**config.mk**
```make
export PLATFORM = sky130hd
export DESIGN_NAME = channel_mixer_flat
export DESIGN_NICKNAME = d
export VERILOG_FILES = /design/src/rtl/channel_mixer_pkg.sv /design/src/rtl/channel_mixer_if.sv /design/src/rtl/channel_mixer_sat_clamp.sv /design/src/rtl/channel_mixer.sv /design/src/flat_wrapper.sv
export SDC_FILE = /design/constraint.sdc
export NUM_CORES = 1
export LEC_CHECK = 0
export BUFFER_PORTS_ARGS = -buffer_cell sky130_fd_sc_hd__buf_4
export CAP_MARGIN = 10
export CORE_ASPECT_RATIO = 1.5
export CORE_MARGIN = 2
export CORE_UTILIZATION = 54
export CTS_BUF_LIST = sky130_fd_sc_hd__clkbuf_8
export DETAILED_ROUTE_END_ITERATION = 7
export MAX_ROUTING_LAYER = met4
export PLACE_DENSITY = 0.72
export SLEW_MARGIN = 20
export SYNTH_ARGS = -nofsm -noshare
export SYNTH_HDL_FRONTEND = slang
export SYNTH_SLANG_ARGS = --single-unit
```
**constraint.sdc**
```tcl
create_clock -name clk -period 13.28 [get_ports clk]
set_clock_uncertainty 0.15 [all_clocks]
set_input_delay 2.656 -clock clk [delete_from_list [all_inputs] [get_ports clk]]
set_output_delay 2.656 -clock clk [all_outputs]
set_load 0.02 [all_outputs]
```
**src/rtl/channel_mixer_pkg.sv**
```systemverilog
// Shared types and sizing helpers for the per-sample channel mixer.
package channel_mixer_pkg;

    typedef enum logic [2:0] {
        ST_IDLE,
        ST_FETCH0,
        ST_FETCH1,
        ST_WAIT,
        ST_ACCUM,
        ST_SAT,
        ST_OUT
    } channel_mixer_state_t;

    // Low five bits of a channel config word; attenuation sits above these.
    typedef struct packed {
        logic chd;
        logic chc;
        logic chb;
        logic cha;
        logic cnt;
    } channel_cfg_t;

    localparam int CH_MIX_ROUTE_W  = 5;
    localparam int CH_MIX_MIN_WAIT = 3;

    // Headroom: +1 for op1+op2, +1 for the x2 route, log2(channels) for the sum, +1 sign margin.
    function automatic int CH_MIX_ACC_WIDTH(input int op_w, input int nch);
        return op_w + 2 + $clog2(nch) + 1;
    endfunction

    // WAIT never drops below 3 cycles so the slot stays 6 cycles for short latencies.
    function automatic int ch_mix_wait_cycles(input int rd_lat);
        return (rd_lat > CH_MIX_MIN_WAIT) ? rd_lat : CH_MIX_MIN_WAIT;
    endfunction

endpackage

```
**src/rtl/channel_mixer_if.sv**
```systemverilog
// Stereo result stream from the mixer towards dac_prep or a FIFO.
interface channel_mixer_if #(
    parameter int OUT_WIDTH = 16
);
    logic                        out_valid;
    logic                        out_ready;
    logic signed [OUT_WIDTH-1:0] out_l;
    logic signed [OUT_WIDTH-1:0] out_r;
    logic                        clip_l;
    logic                        clip_r;

    modport master (
        output out_valid, out_l, out_r, clip_l, clip_r,
        input  out_ready
    );

    modport slave (
        input  out_valid, out_l, out_r, clip_l, clip_r,
        output out_ready
    );
endinterface

```
**src/rtl/channel_mixer_sat_clamp.sv**
```systemverilog
// Combinational signed clamp from IN_WIDTH to OUT_WIDTH with a clip flag.
module sat_clamp #(
    parameter int IN_WIDTH  = 21,
    parameter int OUT_WIDTH = 16
) (
    input  logic signed [IN_WIDTH-1:0]  in_val,
    output logic signed [OUT_WIDTH-1:0] out_val,
    output logic                        clip
);
    // Value fits when every bit from the output sign bit upward agrees.
    logic [IN_WIDTH-OUT_WIDTH:0] top_bits;
    assign top_bits = in_val[IN_WIDTH-1:OUT_WIDTH-1];

    always_comb begin
        clip = !((&top_bits) || !(|top_bits));
        if (!clip)
            out_val = in_val[OUT_WIDTH-1:0];
        else if (in_val[IN_WIDTH-1])
            out_val = {1'b1, {(OUT_WIDTH-1){1'b0}}};
        else
            out_val = {1'b0, {(OUT_WIDTH-1){1'b1}}};
    end
endmodule

```
**src/rtl/channel_mixer.sv**
```systemverilog
// Walks the operator-output memory once per sample, mixes each 2-op channel
// into L/R accumulators and presents one saturated stereo sample.
module channel_mixer
    import channel_mixer_pkg::*;
#(
    parameter int NUM_CHANNELS = 18,
    parameter int OP_OUT_WIDTH = 13,
    parameter int OUT_WIDTH    = 16,
    parameter int RD_LATENCY   = 1,
    parameter int ATTEN_WIDTH  = 2
) (
    input  logic                                  clk,
    input  logic                                  reset_n,
    input  logic                                  start,
    output logic                                  busy,
    output logic                                  op_rd_en,
    output logic [$clog2(2*NUM_CHANNELS)-1:0]     op_rd_addr,
    input  logic signed [OP_OUT_WIDTH-1:0]        op_rd_data,
    input  logic                                  cfg_wr,
    input  logic [$clog2(NUM_CHANNELS)-1:0]       cfg_addr,
    input  logic [CH_MIX_ROUTE_W+ATTEN_WIDTH-1:0] cfg_data,
    output logic                                  overrun,
    channel_mixer_if.master                       out_if
);
    localparam int CHW      = $clog2(NUM_CHANNELS);
    localparam int CFG_W    = CH_MIX_ROUTE_W + ATTEN_WIDTH;
    localparam int ACC_W    = CH_MIX_ACC_WIDTH(OP_OUT_WIDTH, NUM_CHANNELS);
    localparam int VW       = OP_OUT_WIDTH + 1;
    localparam int WAIT_CYC = ch_mix_wait_cycles(RD_LATENCY);
    localparam logic [1:0]     WAIT_INIT = 2'(WAIT_CYC - 1);
    localparam logic [CHW-1:0] LAST_CH   = CHW'(NUM_CHANNELS - 1);
    localparam logic [CHW:0]   NUM_CH_W  = (CHW+1)'(NUM_CHANNELS);

    channel_mixer_state_t state_q, state_d;
    logic [CHW-1:0]                    ch_q, ch_d;
    logic [1:0]                        wait_q, wait_d;
    logic [NUM_CHANNELS-1:0][CFG_W-1:0] cfg_q, cfg_d;
    logic [CFG_W-1:0]                  cur_cfg_q, cur_cfg_d;
    logic signed [OP_OUT_WIDTH-1:0]    op1_q, op1_d, op2_q, op2_d;
    logic signed [ACC_W-1:0]           acc_l_q, acc_l_d, acc_r_q, acc_r_d;
    logic [RD_LATENCY-1:0]             vld_pipe_q, vld_pipe_d;
    logic [RD_LATENCY-1:0]             sel_pipe_q, sel_pipe_d;
    logic                              out_valid_q, out_valid_d;
    logic signed [OUT_WIDTH-1:0]       out_l_q, out_l_d, out_r_q, out_r_d;
    logic                              clip_l_q, clip_l_d, clip_r_q, clip_r_d;
    logic                              overrun_q, overrun_d;

    // Channel value from the snapshotted config.
    channel_cfg_t             route;
    logic [ATTEN_WIDTH-1:0]   atten;
    logic signed [VW-1:0]     v_sum, v_sh;
    logic signed [ACC_W-1:0]  v_ext, add_l, add_r;

    assign route = channel_cfg_t'(cur_cfg_q[CH_MIX_ROUTE_W-1:0]);
    assign atten = cur_cfg_q[CFG_W-1:CH_MIX_ROUTE_W];

    always_comb begin
        v_sum = route.cnt ? (VW'(op1_q) + VW'(op2_q)) : VW'(op2_q);
        v_sh  = v_sum >>> atten;
        v_ext = ACC_W'(v_sh);
        unique case ({route.cha, route.chc})
            2'b00:   add_l = '0;
            2'b11:   add_l = v_ext <<< 1;
            default: add_l = v_ext;
        endcase
        unique case ({route.chb, route.chd})
            2'b00:   add_r = '0;
            2'b11:   add_r = v_ext <<< 1;
            default: add_r = v_ext;
        endcase
    end

    logic signed [OUT_WIDTH-1:0] sat_l, sat_r;
    logic                        sat_clip_l, sat_clip_r;

    sat_clamp #(.IN_WIDTH(ACC_W), .OUT_WIDTH(OUT_WIDTH)) u_sat_l (
        .in_val (acc_l_q),
        .out_val(sat_l),
        .clip   (sat_clip_l)
    );

    sat_clamp #(.IN_WIDTH(ACC_W), .OUT_WIDTH(OUT_WIDTH)) u_sat_r (
        .in_val (acc_r_q),
        .out_val(sat_r),
        .clip   (sat_clip_r)
    );

    always_comb begin
        state_d     = state_q;
        ch_d        = ch_q;
        wait_d      = wait_q;
        cfg_d       = cfg_q;
        cur_cfg_d   = cur_cfg_q;
        op1_d       = op1_q;
        op2_d       = op2_q;
        acc_l_d     = acc_l_q;
        acc_r_d     = acc_r_q;
        out_valid_d = out_valid_q;
        out_l_d     = out_l_q;
        out_r_d     = out_r_q;
        clip_l_d    = clip_l_q;
        clip_r_d    = clip_r_q;
        overrun_d   = overrun_q;
        busy        = 1'b0;
        op_rd_en    = 1'b0;
        op_rd_addr  = '0;
        vld_pipe_d  = '0;
        sel_pipe_d  = '0;

        // Read-return tracking: sel=1 marks the second operator (op2).
        for (int i = 1; i < RD_LATENCY; i++) begin
            vld_pipe_d[i] = vld_pipe_q[i-1];
            sel_pipe_d[i] = sel_pipe_q[i-1];
        end
        if (vld_pipe_q[RD_LATENCY-1]) begin
            if (sel_pipe_q[RD_LATENCY-1]) op2_d = op_rd_data;
            else                          op1_d = op_rd_data;
        end

        if (cfg_wr && ({1'b0, cfg_addr} < NUM_CH_W))
            cfg_d[cfg_addr] = cfg_data;

        if (out_valid_q && out_if.out_ready)
            out_valid_d = 1'b0;

        unique case (state_q)
            ST_IDLE, ST_OUT: begin
                if (start) begin
                    acc_l_d = '0;
                    acc_r_d = '0;
                    ch_d    = '0;
                    state_d = ST_FETCH0;
                end
            end
            ST_FETCH0: begin
                busy          = 1'b1;
                op_rd_en      = 1'b1;
                op_rd_addr    = {ch_q, 1'b1};
                vld_pipe_d[0] = 1'b1;
                sel_pipe_d[0] = 1'b1;
                cur_cfg_d     = cfg_q[ch_q];
                state_d       = ST_FETCH1;
            end
            ST_FETCH1: begin
                busy          = 1'b1;
                op_rd_en      = 1'b1;
                op_rd_addr    = {ch_q, 1'b0};
                vld_pipe_d[0] = 1'b1;
                wait_d        = WAIT_INIT;
                state_d       = ST_WAIT;
            end
            ST_WAIT: begin
                busy = 1'b1;
                if (wait_q == 2'd0) state_d = ST_ACCUM;
                else                wait_d  = wait_q - 2'd1;
            end
            ST_ACCUM: begin
                busy    = 1'b1;
                acc_l_d = acc_l_q + add_l;
                acc_r_d = acc_r_q + add_r;
                if (ch_q == LAST_CH) begin
                    state_d = ST_SAT;
                end else begin
                    ch_d    = ch_q + 1'b1;
                    state_d = ST_FETCH0;
                end
            end
            ST_SAT: begin
                busy        = 1'b1;
                out_l_d     = sat_l;
                out_r_d     = sat_r;
                clip_l_d    = sat_clip_l;
                clip_r_d    = sat_clip_r;
                out_valid_d = 1'b1;
                // Same-cycle acceptance frees the slot, so only an unaccepted result counts.
                if (out_valid_q && !out_if.out_ready) overrun_d = 1'b1;
                state_d     = ST_OUT;
            end
            default: state_d = ST_IDLE;
        endcase

        if (start && busy) overrun_d = 1'b1;
    end

    always_ff @(posedge clk or negedge reset_n) begin
        if (!reset_n) begin
            state_q     <= ST_IDLE;
            ch_q        <= '0;
            wait_q      <= '0;
            cfg_q       <= '0;
            cur_cfg_q   <= '0;
            op1_q       <= '0;
            op2_q       <= '0;
            acc_l_q     <= '0;
            acc_r_q     <= '0;
            vld_pipe_q  <= '0;
            sel_pipe_q  <= '0;
            out_valid_q <= 1'b0;
            out_l_q     <= '0;
            out_r_q     <= '0;
            clip_l_q    <= 1'b0;
            clip_r_q    <= 1'b0;
            overrun_q   <= 1'b0;
        end else begin
            state_q     <= state_d;
            ch_q        <= ch_d;
            wait_q      <= wait_d;
            cfg_q       <= cfg_d;
            cur_cfg_q   <= cur_cfg_d;
            op1_q       <= op1_d;
            op2_q       <= op2_d;
            acc_l_q     <= acc_l_d;
            acc_r_q     <= acc_r_d;
            vld_pipe_q  <= vld_pipe_d;
            sel_pipe_q  <= sel_pipe_d;
            out_valid_q <= out_valid_d;
            out_l_q     <= out_l_d;
            out_r_q     <= out_r_d;
            clip_l_q    <= clip_l_d;
            clip_r_q    <= clip_r_d;
            overrun_q   <= overrun_d;
        end
    end

    assign overrun          = overrun_q;
    assign out_if.out_valid = out_valid_q;
    assign out_if.out_l     = out_l_q;
    assign out_if.out_r     = out_r_q;
    assign out_if.clip_l    = clip_l_q;
    assign out_if.clip_r    = clip_r_q;

endmodule

```
**src/flat_wrapper.sv**
```systemverilog
// flat-port wrapper written by rule: the top's interface ports become plain ports
module channel_mixer_flat import channel_mixer_pkg::*;
#(
    parameter int NUM_CHANNELS = 18,
    parameter int OP_OUT_WIDTH = 13,
    parameter int OUT_WIDTH    = 16,
    parameter int RD_LATENCY   = 1,
    parameter int ATTEN_WIDTH  = 2
)
  (clk, reset_n, start, busy, op_rd_en, op_rd_addr, op_rd_data, cfg_wr, cfg_addr, cfg_data, overrun, out_if_out_valid, out_if_out_l, out_if_out_r, out_if_clip_l, out_if_clip_r, out_if_out_ready);
  channel_mixer_if #(.OUT_WIDTH(OUT_WIDTH)) out_if_i ();
  input  logic clk;
  input  logic reset_n;
  input  logic start;
  output logic busy;
  output logic op_rd_en;
  output logic [$clog2(2*NUM_CHANNELS)-1:0] op_rd_addr;
  input  logic signed [OP_OUT_WIDTH-1:0] op_rd_data;
  input  logic cfg_wr;
  input  logic [$clog2(NUM_CHANNELS)-1:0] cfg_addr;
  input  logic [CH_MIX_ROUTE_W+ATTEN_WIDTH-1:0] cfg_data;
  output logic overrun;
  output wire logic [$bits(out_if_i.out_valid)-1:0] out_if_out_valid;
  output wire logic [$bits(out_if_i.out_l)-1:0] out_if_out_l;
  output wire logic [$bits(out_if_i.out_r)-1:0] out_if_out_r;
  output wire logic [$bits(out_if_i.clip_l)-1:0] out_if_clip_l;
  output wire logic [$bits(out_if_i.clip_r)-1:0] out_if_clip_r;
  input wire logic [$bits(out_if_i.out_ready)-1:0] out_if_out_ready;
  assign out_if_out_valid = out_if_i.out_valid;
  assign out_if_out_l = out_if_i.out_l;
  assign out_if_out_r = out_if_i.out_r;
  assign out_if_clip_l = out_if_i.clip_l;
  assign out_if_clip_r = out_if_i.clip_r;
  assign out_if_i.out_ready = out_if_out_ready;
  channel_mixer #(.NUM_CHANNELS(NUM_CHANNELS), .OP_OUT_WIDTH(OP_OUT_WIDTH), .OUT_WIDTH(OUT_WIDTH), .RD_LATENCY(RD_LATENCY), .ATTEN_WIDTH(ATTEN_WIDTH)) u_core (.clk(clk), .reset_n(reset_n), .start(start), .busy(busy), .op_rd_en(op_rd_en), .op_rd_addr(op_rd_addr), .op_rd_data(op_rd_data), .cfg_wr(cfg_wr), .cfg_addr(cfg_addr), .cfg_data(cfg_data), .overrun(overrun), .out_if(out_if_i));
endmodule
```
; ---- Word-level counts from Yosys, hierarchy flattened
; Index checks and enable logic that the tools add are counted.
; Widths: inputs -> output; s select.
[word_totals]
register_bits = 249
input_bits = 30
output_inout_bits = 44
wordCells = 126
[op_classes]
n_addsub = 5
magnitude_cmp = 4
n_eq_ne = 13
n_shift = 1
mux = 33
bitwise = 1
reduce_logical = 35
[op_table]
columns = cell, n
row1 = $pmux 21 s2, 4
row2 = $bwmux 126, 1
row3 = $mux 16, 4
row4 = $add 21x21->21, 2
row5 = $bmux 7 s5, 1
row6 = $demux 7 s5, 1
row7 = $mux 21, 1
row8 = $pmux 3 s6, 1
row9 = $add 13x13->14, 1
row10 = $mux 14, 1
row11 = $mux 7, 2
row12 = $sshr 14x2->14, 1
row13 = $lt 5x6->1 const B, 2
row14 = $pmux 6 s2, 1
row15 = $reduce_and 2->1, 6
row16 = $reduce_and 6->1, 2
row17 = $reduce_or 6->1, 2
row18 = $mux 5, 2
row19 = $pmux 5 s2, 1
row20 = $reduce_bool 2->1, 5
row21 = $eq 3x3->1 const B, 3
row22 = $mux 3, 3
row23 = $mux 1, 8
row24 = $eq 3x2->1 const B, 2
row25 = other kinds (20), 35

; ---- Longest topological paths before layout
[depth]
word_depth = 6
mapped_depth = 20
mapped_depth_nobuf = 19

; ---- Hierarchy
; From an unflattened synthesis, not the netlist that was laid out.
[hier_totals]
cells_unflattened = 1225
area_unflattened_um2 = 14152.3
[modules_own_cells]
columns = module, instances, cells_each, area_each_um2, seq_area_each_um2
row1 = channel_mixer, 1, 1171, 13734.4, 6231.0
row2 = sat_clamp, 2, 27, 209.0, 0.0

; ---- Worst setup path after synthesis
; No wires, ideal clock.
[synth_timing]
kind = register -> register
startpoint = reg u_core.op2_q[0]
endpoint = reg u_core.acc_r_q[20]
setup_time_ns = 0.079
t_arrival_ns = 4.219
required_time_ns = 13.051
setup_slack_ns = 8.831
path_stages_with_launch = 19
n_path_buf = 0
period_less_slack_ns = 4.449
path_cell_list = dfrtp_1 > ha_1 > fa_1 > a211oi_2 > o21bai_1 > o31ai_1 > a21oi_1 > mux4_2 > a21oi_4 > o22ai_1 > ha_1 > nor3_1 > o21ai_0 > a31o_2 > a21oi_1 > nor4_1 > o21ai_1 > mux2i_1 > mux2i_1
[synth_between]
elab_chain_len = 6
[synth_rtl]
columns = element, line_no
row1 = from (decl), channel_mixer.sv:39  ; logic signed [OP_OUT_WIDTH-1:0] op1_q, op1_d, op2_q, op2_d;
row2 = from (signal assigned), channel_mixer.sv:211  ; op2_q <= op2_d;
row3 = $add 13x13->14, channel_mixer.sv:58  ; v_sum = route.cnt ? (VW'(op1_q) + VW'(op2_q)) : VW'(op2_q);
row4 = $mux 14 (*), channel_mixer.sv:58
row5 = $sshr 14x2->14 (*), channel_mixer.sv:59  ; v_sh = v_sum >>> atten;
row6 = $pmux 21 s2 (*), channel_mixer.sv:66  ; unique case ({route.chb, route.chd})
row7 = $add 21x21->21 (*), channel_mixer.sv:160  ; acc_r_d = acc_r_q + add_r;
row8 = $pmux 21 s2 (*), channel_mixer.sv:126  ; unique case (state_q)
row9 = to (signal assigned), channel_mixer.sv:213  ; acc_r_q <= acc_r_d;
row10 = to (decl), channel_mixer.sv:40  ; logic signed [ACC_W-1:0] acc_l_q, acc_l_d, acc_r_q, acc_r_d;
; Mark *: on every way between the ends. The rest lies on a longest branch, timed or not.
; A chain may end at the register's enable or synchronous reset.

; ---- Worst setup path after layout
[layout_timing]
startpoint = reg u_core.state_q[0]
endpoint = out op_rd_addr[1]
[layout_between]
elab_chain_len = 2
elab_cells_between_ends = 3
classes_between = eq/ne: 2 / mux: 1
[layout_rtl]
columns = element, line_no
row1 = from (decl), channel_mixer.sv:34  ; channel_mixer_state_t state_q, state_d;
row2 = from (signal assigned), channel_mixer.sv:205  ; state_q <= state_d;
row3 = $eq 3x2->1 or $eq 3x1->1 (tied branches), channel_mixer.sv:126
row4 = $pmux 6 s2 (*), channel_mixer.sv:126
row5 = to (decl), flat_wrapper.sv:17  ; output logic [$clog2(2*NUM_CHANNELS)-1:0] op_rd_addr;
; Marks and branches as above.

==> reports/qor.txt <==
drt wl/cell = 18.7 um
placed inst area = 0.0149 mm^2
Reg clk slew, reported paths = 0.06 ns
Data required, critical path = 10.47 ns
largest net degree at the start of global routing = 124
fillers = 2123
full die area = 0.0275 mm^2
router iterations before antenna repair = 7
Resized cells post-CTS = 0
Die W = 136 um
Leak = 0.00723 uW
clock power share = 0.156
PD cells = 277 mW/mm^2
Post-Synth XOR/XNOR Area = 0.0236
Synth Warn # = 0
Max Buffers Root-to-Sink = 3
Multi-input gate area = 0.00759 mm^2
Slew @ Worst Pin = 1.12 ns
Max Slew Vio Count = 0
worst hold start = u_core.overrun
worst skew pair latency = 0.57 ns
Worst path slowest cell = dfrtp_1
proportion of synthesized area in mux cells = 0.206
post-synthesis simple-gate area fraction = 0.104
layout cells sized above 1 = 0.266
Max stage delay on crit path = 0.66 ns
Worst setup startpoint = u_core.state_q[0]
Gate power share = 0.569
Num CTS Buffers = 39
max-cap viol count = 0
min Tclk post-route = 5.02 ns
cell area after layout = 0.0158 mm^2
Pint = 2430 uW
Clock Tree Root = clkbuf_8
Setup TNS = 0 ns
# diodes = 0
DRC = 0
Synth top area share = 0.441
Clock Sinks = 249
status = finished clean
data arrival time of the worst path = 2.22 ns
area grow syn2layout = 11.6%
gr ovfl total = 0
Post-Synth Adder-Cell Area = 0.0609
initial antenna violation count = 0
synthesis-stage register bit count = 249
post-synth top area cell = dfrtp_1
Via-to-Cell Ratio = 6.01
Syn Area/Cell = 11.0 um^2
Synth Area in Compound Gates = 0.140
final core occ = 0.612
CP Buf/Inv Count = 1
Top FF cell, synth = dfrtp_1
initial core utilization = 0.548
Final Hold Viols = 0
core area = 0.0258 mm^2
dpl hpwl = 22.8 mm
final setup vio count = 0
family with the most delay on the worst path = simple AND/OR/NAND/NOR gates
Net Sw Frac = 0.443
first-pass GRT wire length = 52.0 mm
Synth Net Count = 1385
critical path type = reg -> out
NumNets Final = 1441
H-tree depth = 2
gpl congestion = 0.945
Async S/R FF share, synth = 1.00
cells along the critical path = xnor2_1, nor2_1, and2_1, buf_4
final wirelength = 31.9 mm
GRT Util Overall = 0.244
Cell Area, Synth = 0.0141 mm^2
Seq pwr share = 0.275
Synth Instances = 1288
IO buf count = 73
total net switching power = 1930 uW
Worst setup EP type = primary output
Final period util = 0.378
maximum VDD drop = 0.000123 V
largest family of logic cells by synthesized area = multiplexers
vias = 10300
overall power = 4360 uW
Post-CTS Hold Buffers = 0
RSZ-0062 raised after global routing = no
Post-CTS Setup Repair Bufs = 0
vias in the first global route = 10400
Post-synth EDFFs = 0
Netlist cell types = 68
Ports = 74
CTS tree = built
CP Launch Type = flop
antenna-violating nets left = 0
initial DRC count = 557
Rows = 72
Slew headroom = 0.249
maximum clock rate = 0.199 GHz
Max Fanout on Critical Path = 17
register area = 0.00623 mm^2
top cells by area, synth = dfrtp_1, mux2_2, mux4_2
Seq/Total Area, Yosys = 0.441
RR Startpoint = u_core.op2_q[0]
HP Class = reg -> reg
Die Ht = 202 um
## state kept, by name, indices dropped and copies added, names as in the netlist, 5 cells and up
signal,count
u_core.op1_q,13
u_core.op2_q,13
u_core.acc_l_q,21
u_core.out_if.out_r,16
u_core.acc_r_q,21
u_core.ch_q,5
u_core.cfg_q,126
u_core.cur_cfg_q,7
u_core.out_if.out_l,16
## path summary, 6_finish.rpt
check	end	slack, ns	cells past startpoint
worst max-delay path	op_rd_addr[1]	8.26	4
worst min-delay path	u_core.overrun	0.33	1
worst max register to register	u_core.acc_r_q[20]	8.26	19
worst min register to register	u_core.overrun	0.33	1
max in group asynchronous	u_core.ch_q[0]	9.53	2
min in group asynchronous	u_core.op1_q[11]	2.01	1
## layout by cell type (no fill, tap or decap), types with 4 or more instances in the layout
master	n
o21ai_0	93
nor3b_1	10
xnor2_1	17
clkinv_2	4
o21a_1	9
a22o_1	11
a21oi_1	80
o22ai_1	12
nand4_1	8
dfrtp_1	247
xor2_1	21
mux2_2	161
a221oi_1	5
o21bai_1	7
nor3_1	20
nand2b_1	11
a31oi_1	9
nand3_1	39
o21ai_1	12
mux4_2	37
a211oi_1	12
nor2b_1	8
clkbuf_8	49
mux2i_1	24
buf_4	81
inv_1	32
nand2_1	117
nor2_1	59
a21o_1	30
and2_1	7
ha_1	64
## worst reg2reg max path, cell delays in order, from the launching register on
cell and delay (ns):
dfrtp_1 0.39, ha_1 0.25, fa_1 0.45, a211oi_2 0.32, o21bai_1 0.16, a211o_1 0.31
a31oi_1 0.19, mux2_2 0.19, nor2_1 0.04, a21oi_1 0.33, o22ai_1 0.21, ha_1 0.25
nor3_1 0.24, o21ai_0 0.13, a31o_2 0.28, a21oi_1 0.34, nor4_1 0.09, o21ai_1 0.18
mux2i_1 0.23, mux2i_1 0.21
## power by group through the flow
stage	Clock (uW)	Sequential (uW)	Combinational [uW]
finish	680	1200	2480
global route	730	1230	2730
CTS	696	1200	2470
detailed placement	0	1210	2460
global placement	0	1200	2420
floorplan	0	1160	1930
## through the flow
stage	setup slack [ns]	hold slack [ns]	std cells
finish	8.26	0.328	1705
global route	7.76	0.352	1705
CTS	8.23	0.336	1705
detailed placement	8.26	0.322	1636
global placement	8.33	0.305	1636
floorplan	8.83	0.323	1288
## final cells by class
cell class	count	share of cell area
Sequential cell	249	0.395
Tap cell	333	0.0264
Multi-Input combinational cell	950	0.482
Clock inverter	20	0.00897
Inverter	22	0.00524
Timing Repair Buffer	82	0.0395
Clock buffer	49	0.0428
## logic make-up after synthesis
| family | after synthesis |
|---|---|
| DFF | 249 |
| muxes | 223 |
| adders and majority gates | 67 |
| and+or+nand+nor | 308 |
| xor gates and xnor gates | 38 |
| AOI/OAI and AO/OA | 314 |
| buffers and inverters | 89 |
## synth_stat cells, types with 4 or more instances
master    count
a211oi_1     12
a21o_1       30
a21oi_1      80
a221oi_1      5
a22o_1       11
a31oi_1       9
and2_1        7
buf_1         9
buf_2         4
clkbuf_1     53
dfrtp_1     249
ha_1         64
inv_1        20
mux2_2      161
mux2i_1      24
mux4_2       37
nand2_1     118
nand2b_1     12
nand3_1      39
nand4_1       8
nor2_1       60
nor2b_1       8
nor3_1       20
nor3b_1      11
o21a_1        9
o21ai_0      93
o21ai_1      13
o21bai_1      7
o22ai_1      12
xnor2_1      17
xor2_1       21
## layer usage
metal,track usage,share of wire
met1,0.272,0.40
met2,0.421,0.52
met3,0.0371,0.039
met4,0.123,0.047
met5,-,0
Power figures use the tool's default switching activity.
